--- src/rtl/cmp_phase_shifter_pkg.sv ---
// Shared definitions for the comparator-clock phase shifter: state
// encoding, phase/code widths and the code-to-fine-step conversion.
package cmp_phase_shifter_pkg;

  localparam int unsigned PHASE_W = 11;
  localparam int unsigned CODE_W  = 5;

  typedef enum logic [2:0] {
    ST_IDLE  = 3'd0,
    ST_LOAD  = 3'd1,
    ST_STEP  = 3'd2,
    ST_WAIT  = 3'd3,
    ST_MRST  = 3'd4,
    ST_LOCKW = 3'd5,
    ST_DONE  = 3'd6
  } phs_state_t;

  // Phase code scaled to MMCM fine-shift steps, truncated to the phase width.
  function automatic logic [PHASE_W-1:0] code_to_steps(input logic [CODE_W-1:0] code,
                                                       input int unsigned        steps);
    return PHASE_W'(32'(code) * steps);
  endfunction

endpackage

--- src/rtl/cmp_phase_shifter_req_edge_latch.sv ---
// Rising-edge detector with a sticky pending flag. The flag is set by a
// rising edge of req and cleared only when the consumer pulses clr.
module req_edge_latch (
  input  logic clk,
  input  logic rst,
  input  logic req,
  input  logic clr,
  output logic pend
);

  logic req_d;

  // Delay the request one cycle, flag its rising edge; a new edge beats a clear.
  always_ff @(posedge clk or posedge rst) begin
    if (rst) begin
      req_d <= 1'b0;
      pend  <= 1'b0;
    end else begin
      req_d <= req;
      if (req && !req_d) begin
        pend <= 1'b1;
      end else if (clr) begin
        pend <= 1'b0;
      end
    end
  end

endmodule

--- src/rtl/cmp_phase_shifter.sv ---
// Steps the comparator-clock MMCM fine phase one PSEN pulse at a time
// towards CMP_CLK_PHASE * STEPS_PER_CODE, and handles MMCM reset requests
// that return the accumulated phase to zero.
module cmp_phase_shifter
  import cmp_phase_shifter_pkg::*;
#(
  parameter int unsigned STEPS_PER_CODE = 35,
  parameter int unsigned RST_CYCLES     = 8,
  parameter int unsigned PSDONE_TMO     = 63
) (
  input  logic               CLK,
  input  logic               RST,
  input  logic               CMP_PHS_CHANGE,
  input  logic [CODE_W-1:0]  CMP_CLK_PHASE,
  input  logic               CMP_PHS_JTAG_RST,
  input  logic               MMCM_LOCK,
  input  logic               PSDONE,
  output logic               PSEN,
  output logic               PSINCDEC,
  output logic               CMP_PHS_RST,
  output logic [PHASE_W-1:0] CMP_PHASE,
  output logic               BUSY,
  output logic [2:0]         STATE,
  output logic               PS_ERR
);

  localparam int unsigned CNT_MAX = (PSDONE_TMO > RST_CYCLES) ? PSDONE_TMO : RST_CYCLES;
  localparam int unsigned CNT_W   = $clog2(CNT_MAX + 1);
  localparam logic [CNT_W-1:0] TMO_LAST = CNT_W'(PSDONE_TMO - 1);
  localparam logic [CNT_W-1:0] RST_LAST = CNT_W'(RST_CYCLES - 1);

  phs_state_t         state;
  logic [CNT_W-1:0]   cnt;
  logic [PHASE_W-1:0] target;
  logic [PHASE_W-1:0] load_target;
  logic [PHASE_W-1:0] phase_next;
  logic               chg_pend;
  logic               jtag_pend;
  logic               chg_clr;
  logic               jtag_clr;

  req_edge_latch u_chg_req (
    .clk  (CLK),
    .rst  (RST),
    .req  (CMP_PHS_CHANGE),
    .clr  (chg_clr),
    .pend (chg_pend)
  );

  req_edge_latch u_jtag_req (
    .clk  (CLK),
    .rst  (RST),
    .req  (CMP_PHS_JTAG_RST),
    .clr  (jtag_clr),
    .pend (jtag_pend)
  );

  // Pending requests are consumed only when IDLE dispatches them; JTAG reset has priority.
  always_comb begin
    jtag_clr = (state == ST_IDLE) && jtag_pend;
    chg_clr  = (state == ST_IDLE) && !jtag_pend && chg_pend;
  end

  // Target for the current code, and the phase after one acknowledged step (saturating).
  always_comb begin
    load_target = code_to_steps(CMP_CLK_PHASE, STEPS_PER_CODE);
    phase_next  = CMP_PHASE;
    if (PSINCDEC) begin
      if (CMP_PHASE != '1) phase_next = CMP_PHASE + PHASE_W'(1);
    end else begin
      if (CMP_PHASE != '0) phase_next = CMP_PHASE - PHASE_W'(1);
    end
  end

  // Status outputs decoded straight from the state register.
  always_comb begin
    STATE = state;
    BUSY  = (state != ST_IDLE);
  end

  // Control FSM. PSEN and CMP_PHS_RST are set on entry to STEP/MRST so they
  // coincide exactly with those states.
  always_ff @(posedge CLK or posedge RST) begin
    if (RST) begin
      state       <= ST_IDLE;
      cnt         <= '0;
      target      <= '0;
      PSEN        <= 1'b0;
      PSINCDEC    <= 1'b0;
      CMP_PHS_RST <= 1'b0;
      CMP_PHASE   <= '0;
      PS_ERR      <= 1'b0;
    end else begin
      PSEN <= 1'b0;
      case (state)
        ST_IDLE: begin
          if (jtag_pend) begin
            state       <= ST_MRST;
            CMP_PHS_RST <= 1'b1;
            cnt         <= '0;
          end else if (chg_pend) begin
            state <= ST_LOAD;
          end
        end
        ST_LOAD: begin
          target <= load_target;
          if (load_target == CMP_PHASE) begin
            state <= ST_DONE;
          end else begin
            state    <= ST_STEP;
            PSEN     <= 1'b1;
            PSINCDEC <= (load_target > CMP_PHASE);
          end
        end
        ST_STEP: begin
          state <= ST_WAIT;
          cnt   <= '0;
        end
        ST_WAIT: begin
          if (PSDONE) begin
            CMP_PHASE <= phase_next;
            if (phase_next == target) begin
              state <= ST_DONE;
            end else begin
              state    <= ST_STEP;
              PSEN     <= 1'b1;
              PSINCDEC <= (target > phase_next);
            end
          end else if (cnt == TMO_LAST) begin
            PS_ERR <= 1'b1;
            state  <= ST_IDLE;
          end else begin
            cnt <= cnt + CNT_W'(1);
          end
        end
        ST_MRST: begin
          if (cnt == RST_LAST) begin
            CMP_PHS_RST <= 1'b0;
            state       <= ST_LOCKW;
          end else begin
            cnt <= cnt + CNT_W'(1);
          end
        end
        ST_LOCKW: begin
          if (MMCM_LOCK) begin
            CMP_PHASE <= '0;
            PS_ERR    <= 1'b0;
            state     <= ST_DONE;
          end
        end
        ST_DONE: begin
          state <= ST_IDLE;
        end
        default: begin
          state <= ST_IDLE;
        end
      endcase
    end
  end

endmodule
--- config.mk ---
export PLATFORM = sky130hd
export DESIGN_NAME = cmp_phase_shifter
export DESIGN_NICKNAME = d
export VERILOG_FILES = /design/src/rtl/cmp_phase_shifter_pkg.sv /design/src/rtl/cmp_phase_shifter_req_edge_latch.sv /design/src/rtl/cmp_phase_shifter.sv
export SDC_FILE = /design/constraint.sdc
export NUM_CORES = 1
export LEC_CHECK = 0
export CAP_MARGIN = 25
export CORE_MARGIN = 4
export CORE_UTILIZATION = 40
export CTS_CLUSTER_DIAMETER = 40
export CTS_CLUSTER_SIZE = 12
export DETAILED_ROUTE_END_ITERATION = 6
export SLEW_MARGIN = 20
export SYNTH_ARGS = -nofsm -noshare
export SYNTH_HDL_FRONTEND = slang
export SYNTH_SLANG_ARGS = --single-unit
--- constraint.sdc ---
create_clock -name CLK -period 3.92 [get_ports CLK]
set_input_delay 0.98 -clock CLK [delete_from_list [all_inputs] [get_ports CLK]]
set_output_delay 0.98 -clock CLK [all_outputs]
set_load 0.1 [all_outputs]
# ---- After elaboration in Yosys (flattened, before gate mapping)
# Index checks and enable logic that the tools add are counted.
# Widths: inputs -> output; s select.
dict set report op_classes {
  addsub 3
  n_lt_le_gt_ge 2
  multipliers 1
  mux 39
  n_reduce_logical 23
  eq_ne 22
}
# cell n
set op_table {}
lappend op_table {{$mux 11} 5}
lappend op_table {{$mux 3} 8}
lappend op_table {{$mux 6} 4}
lappend op_table {{$pmux 6 s4} 1}
lappend op_table {{$eq 11x11->1} 2}
lappend op_table {{$gt 11x11->1} 2}
lappend op_table {{$pmux 11 s2} 1}
lappend op_table {{$ne 2x2->1 const B} 9}
lappend op_table {{$pmux 3 s6} 1}
lappend op_table {{$mux 1} 15}
lappend op_table {{$reduce_and 4->1} 3}
lappend op_table {{$add 11x1->11 const B} 1}
lappend op_table {{$mul 5x6->11 const B} 1}
lappend op_table {{$ne 11x11->1 const B} 1}
lappend op_table {{$reduce_bool 11->1} 1}
lappend op_table {{$sub 11x1->11 const B} 1}
lappend op_table {{$reduce_bool 2->1} 5}
lappend op_table {{$pmux 1 s2} 4}
lappend op_table {{$add 6x1->6 const B} 1}
lappend op_table {{$eq 3x2->1 const B} 2}
lappend op_table {{$eq 3x3->1 const B} 2}
lappend op_table {{$eq 6x3->1 const B} 1}
lappend op_table {{$eq 6x6->1 const B} 1}
lappend op_table {{$reduce_and 3->1} 2}
lappend op_table {{other kinds (10)} 16}
dict set report word_totals {
  output_inout_bits 19
  elab_cells 102
  inputBits 11
  reg_bits 39
}

# ---- Depth between registers and ports, before layout
dict set report depth {
  ltp_word 7
  ltp_mapped 19
  ltp_nobuf 19
}

# ---- By module
# A second synthesis with hierarchy kept.
dict set report unflattened {
  hier_cells 359
  hier_area_um2 3164.3
}
# module area_per_inst_um2 seq_area_each_um2 cells_per_inst instances
set modules_own_cells {}
lappend modules_own_cells {cmp_phase_shifter 3016.6 875.8 347 1}
lappend modules_own_cells {req_edge_latch 73.8 50.0 6 2}

# ---- Worst setup path before layout
# Ideal clock, no wire load.
dict set report synth_path {
  path_kind {input port to flip-flop}
  from {in CMP_CLK_PHASE[3]}
  to {reg PSINCDEC}
  t_required_ns 3.784
  setup_time_ns 0.136
  setup_slack_ns 0.097
  n_path_buf 0
  stages 19
  arrival_time_ns 3.688
  cell_sequence {inv_1 ha_1 inv_1 ha_1 inv_1 fa_1 inv_1 ha_1 inv_1 nor3_1 o21a_1 o21ai_0 xnor2_1 ha_1 nand4_1 nor3_1 o22ai_1 nor2_1 a31oi_1}
}
dict set report synth_via {
  elab_chain_len 4
  word_cells_on_any_way 7
  classes_between {mul: 1; order compare: 1; eq/ne: 2; mux: 2; reduce/logical: 1}
}
# element line
set synth_lines {}
lappend synth_lines {{start, declared} cmp_phase_shifter.sv:14} ;# input logic [CODE_W-1:0] CMP_CLK_PHASE,
lappend synth_lines {{$mul 5x6->11 *} cmp_phase_shifter_pkg.sv:21} ;# return PHASE_W'(32'(code) * steps);
lappend synth_lines {{net load_target[9]} cmp_phase_shifter.sv:35} ;# logic [PHASE_W-1:0] load_target;
lappend synth_lines {{$gt 11x11->1 / $eq 11x11->1 (equally long branches)} {cmp_phase_shifter.sv:112, cmp_phase_shifter.sv:107}}
lappend synth_lines {{$mux 1 / $ne 2x2->1 (equally long branches)} --}
lappend synth_lines {{$pmux 1 s2 / $reduce_and 4->1 (equally long branches)} --}
lappend synth_lines {{end signal, assigned} cmp_phase_shifter.sv:112} ;# PSINCDEC <= (load_target > CMP_PHASE);
lappend synth_lines {{end signal, assigned} cmp_phase_shifter.sv:127} ;# PSINCDEC <= (target > phase_next);
lappend synth_lines {{end, declared} cmp_phase_shifter.sv:19} ;# output logic PSINCDEC,
# The timed path passes the listed nets; every way through them passes the cells marked *. The select of a mux whose other input is x is not followed.
# A chain may end at the register's enable or synchronous reset.

# ---- Worst setup path in the final report
dict set report layout_path {
  from {in CMP_CLK_PHASE[1]}
  to {reg PSINCDEC}
}
# Same word-level chain as after synthesis.

==> results.json <==
{
  "status": "complete, no violations",
  "reg2reg_slack_ns": 0.48,
  "max-vdd-ir-drop_uv": 270,
  "synth_warnings": 0,
  "drc_errors": 0,
  "avgRoutedWirePerCell_microns": 16.0,
  "leakagePower_nw": 1.66,
  "max_stage_delay_ns": 0.42,
  "fin_crit_ns": 3.68,
  "dieArea_sq_um": 9240,
  "dpl.hpwl_microns": 6250,
  "maxCapViolCount": 0,
  "die_h_microns": 96.1,
  "num_antenna_cells": 0,
  "ys_top_cells_by_count": "dfrtp_1, ha_1, nand2_1",
  "clockBufferDepth": 2,
  "worst_path_max_delay_cell": "clkdlybuf4s50_1",
  "hold_viol": 0,
  "synth_area_leaders": "dfrtp_1, ha_1, nand2_1, o21ai_0, inv_1",
  "ant_nets": 0,
  "start_kind": "input port",
  "antenna_found_initial": 0,
  "yosys.area.top_type_share": 0.314,
  "worst_pin_slew_ns": 0.971,
  "synth_top_area_cell": "dfrtp_1",
  "viasPerCell": 5.56,
  "fin_skew_ns": 0.00883,
  "numCtsBuffers": 5,
  "setup.worst_path.start": "CMP_CLK_PHASE[1]",
  "setup_viol": 0,
  "drv_slew": 0,
  "finalNonFillerCells": 498,
  "path_max_fanout": 4,
  "cts-htree-levels": 2,
  "p_per_area_nw_per_um2": 799,
  "row_count": 31,
  "initial_core_util": 0.420,
  "gr-total-overflow": 0,
  "rsz0062_at_grt": "false",
  "r2r_start": "CMP_PHASE[0]",
  "ys_ff_latch": 39,
  "area_growth_pct": 22.9,
  "die_w_microns": 96.1,
  "max_freq_mhz": 272,
  "place_inst": 489,
  "ys_types": 65,
  "ys_async_sr_fraction": 1.00,
  "maxSlewHeadroom": 0.350,
  "port_buffers": 29,
  "synth_flop_cell": "dfrtp_1",
  "cpMostUsedCell": "ha_1",
  "coreArea_sq_um": 7410,
  "syn_avg_cell_area_sq_um": 8.85,
  "hp-class": "reg2reg",
  "worstSkewPairLatency_ns": 0.29,
  "drive_gt1_frac": 0.195,
  "cts_root_buf": "clkbuf_8",
  "r2r_end": "PSINCDEC",
  "rr_worst_depth": 12,
  "min-delay-start": "u_jtag_req.req_d",
  "clock-sinks": 39,
  "track_usage": 0.190,
  "holdBufCountCts": 0,
  "ys_seq_area_frac": 0.314,
  "drt_pass1_iterations": 4,
  "synth_area_sq_um": 3110,
  "fin_crit_sh": 0.938,
  "synth_edf_count": 0,
  "path_clk_slew_ns": 0.08,
  "worstPathCellList": "clkdlybuf4s50_1 > ha_1 > ha_1 > ha_1 > buf_4 > a21oi_4 > o31ai_4 > a21oi_2 > buf_4 > nor2b_2 > ha_1 > nand4_1 > nor3_2 > o22ai_2 > nor2_1 > a31oi_1",
  "required_ns": 4.09,
  "timing.setup.critical_path_class": "in2reg",
  "p_total_mw": 3.05,
  "crit_arrival_ns": 3.85,
  "place.gp.congestion": 0.890,
  "crit_end": "PSINCDEC",
  "grt_pass1_vias": 2695,
  "vias": 2770,
  "grt_pass1_wl_microns": 13600,
  "cp-end-kind": "flip-flop",
  "drt_iter0_markers": 146,
  "grt_max_degree": 22,
  "pin_count": 30,
  "routed_wl_microns": 7990,
  "postSynthCellCount": 351,
  "cts_tree": "yes",
  "synth_nets": 402,
  "nNetsFinal": 449
}
[state kept, by name, summed over array words and instances (netlist names), 3 cells and up]
register and count:
cnt 6, target 11, STATE 3, CMP_PHASE 11
[layout by cell type, fill, tap and decap left out, drive strengths merged, types with 7 or more instances in the layout]
cell and n:
dfrtp 39, ha 39, nand2 34, buf 33, o21ai 27, inv 26
nand3 20, a21oi 17, clkdlybuf4s50 16, nor2 15, xnor2 10, nand4 9
and3 8, o31ai 7, a31oi 7, nor3 7, a211oi 7, clkbuf 7
[per-stage QoR]
stage          hold slack [ns]  area, sq um  setup slack (ns)  TNS [ns]  utilization
2_1_floorplan            0.400         3110            0.0965         0            -
3_3_place_gp             0.403         3600            -0.477     -1.18        0.487
3_5_place_dp             0.410         3600            -0.582     -1.46        0.487
4_1_cts                  0.421         3790             0.113         0        0.512
5_1_grt                  0.445         3820            0.0243         0        0.516
6_report                 0.416         3820             0.243         0        0.516
[area by class of cell]
cell class                 instances  area, sq um
clock buffer                       5         68.8
fill                             713         3590
sequential                        39          976
clock inverter                     3         43.8
timing repair buffer              52          434
tap                               99          124
inverter                          27          104
multi-input combinational        273         2070
[power breakdown]
part / switching, mW / internal [mW] / leakage [nW]
registers: 0.237 / 0.541 / 0.489
clock network: 0.151 / 0.190 / 0.0581
logic: 1.27 / 0.670 / 1.12
total: 1.65 / 1.40 / 1.66
[kinds of logic after synthesis]
kind of cell,after synthesis,synth area share
buf+inv,39,0.0511
fa+ha+maj,40,0.163
xor+xnor,12,0.0338
simple gates,120,0.211
mux,5,0.0177
compound gates,96,0.209
flops,39,0.314
[routing by layer]
metal / up-vias / global-route usage / part of all wire
met4: 0 / 0.0509 / 0.011
li1: 1398 / - / -
met5: - / 0 / 0
met3: 7 / 0.0211 / 0.033
met2: 49 / 0.298 / 0.45
met1: 1316 / 0.275 / 0.50
[critical path: cells and delay by family]
kind,cells,cell delay (ns)
AOI/OAI and AO/OA,5,0.58
buffers and inverters,3,0.71
adders and majority gates,4,0.96
and+or+nand+nor,4,0.63
[worst min-delay path by stage]
stage,endpoint,depth (start not counted)
after global placement,u_chg_req.pend,1
after floorplan,u_chg_req.pend,1
after CTS,u_jtag_req.pend,1
after global routing,u_jtag_req.pend,1
after detailed placement,u_jtag_req.pend,1
final,u_jtag_req.pend,1
[timing repair]
action                                  in CTS  in global routing
cloned                                       0                  0
gates resized for setup                     19                 13
setup buffers                                1                  0
endpoints found under the setup margin       3                  2
pin swaps                                   16                 11
No activity file was read; power rests on OpenSTA's default activity.
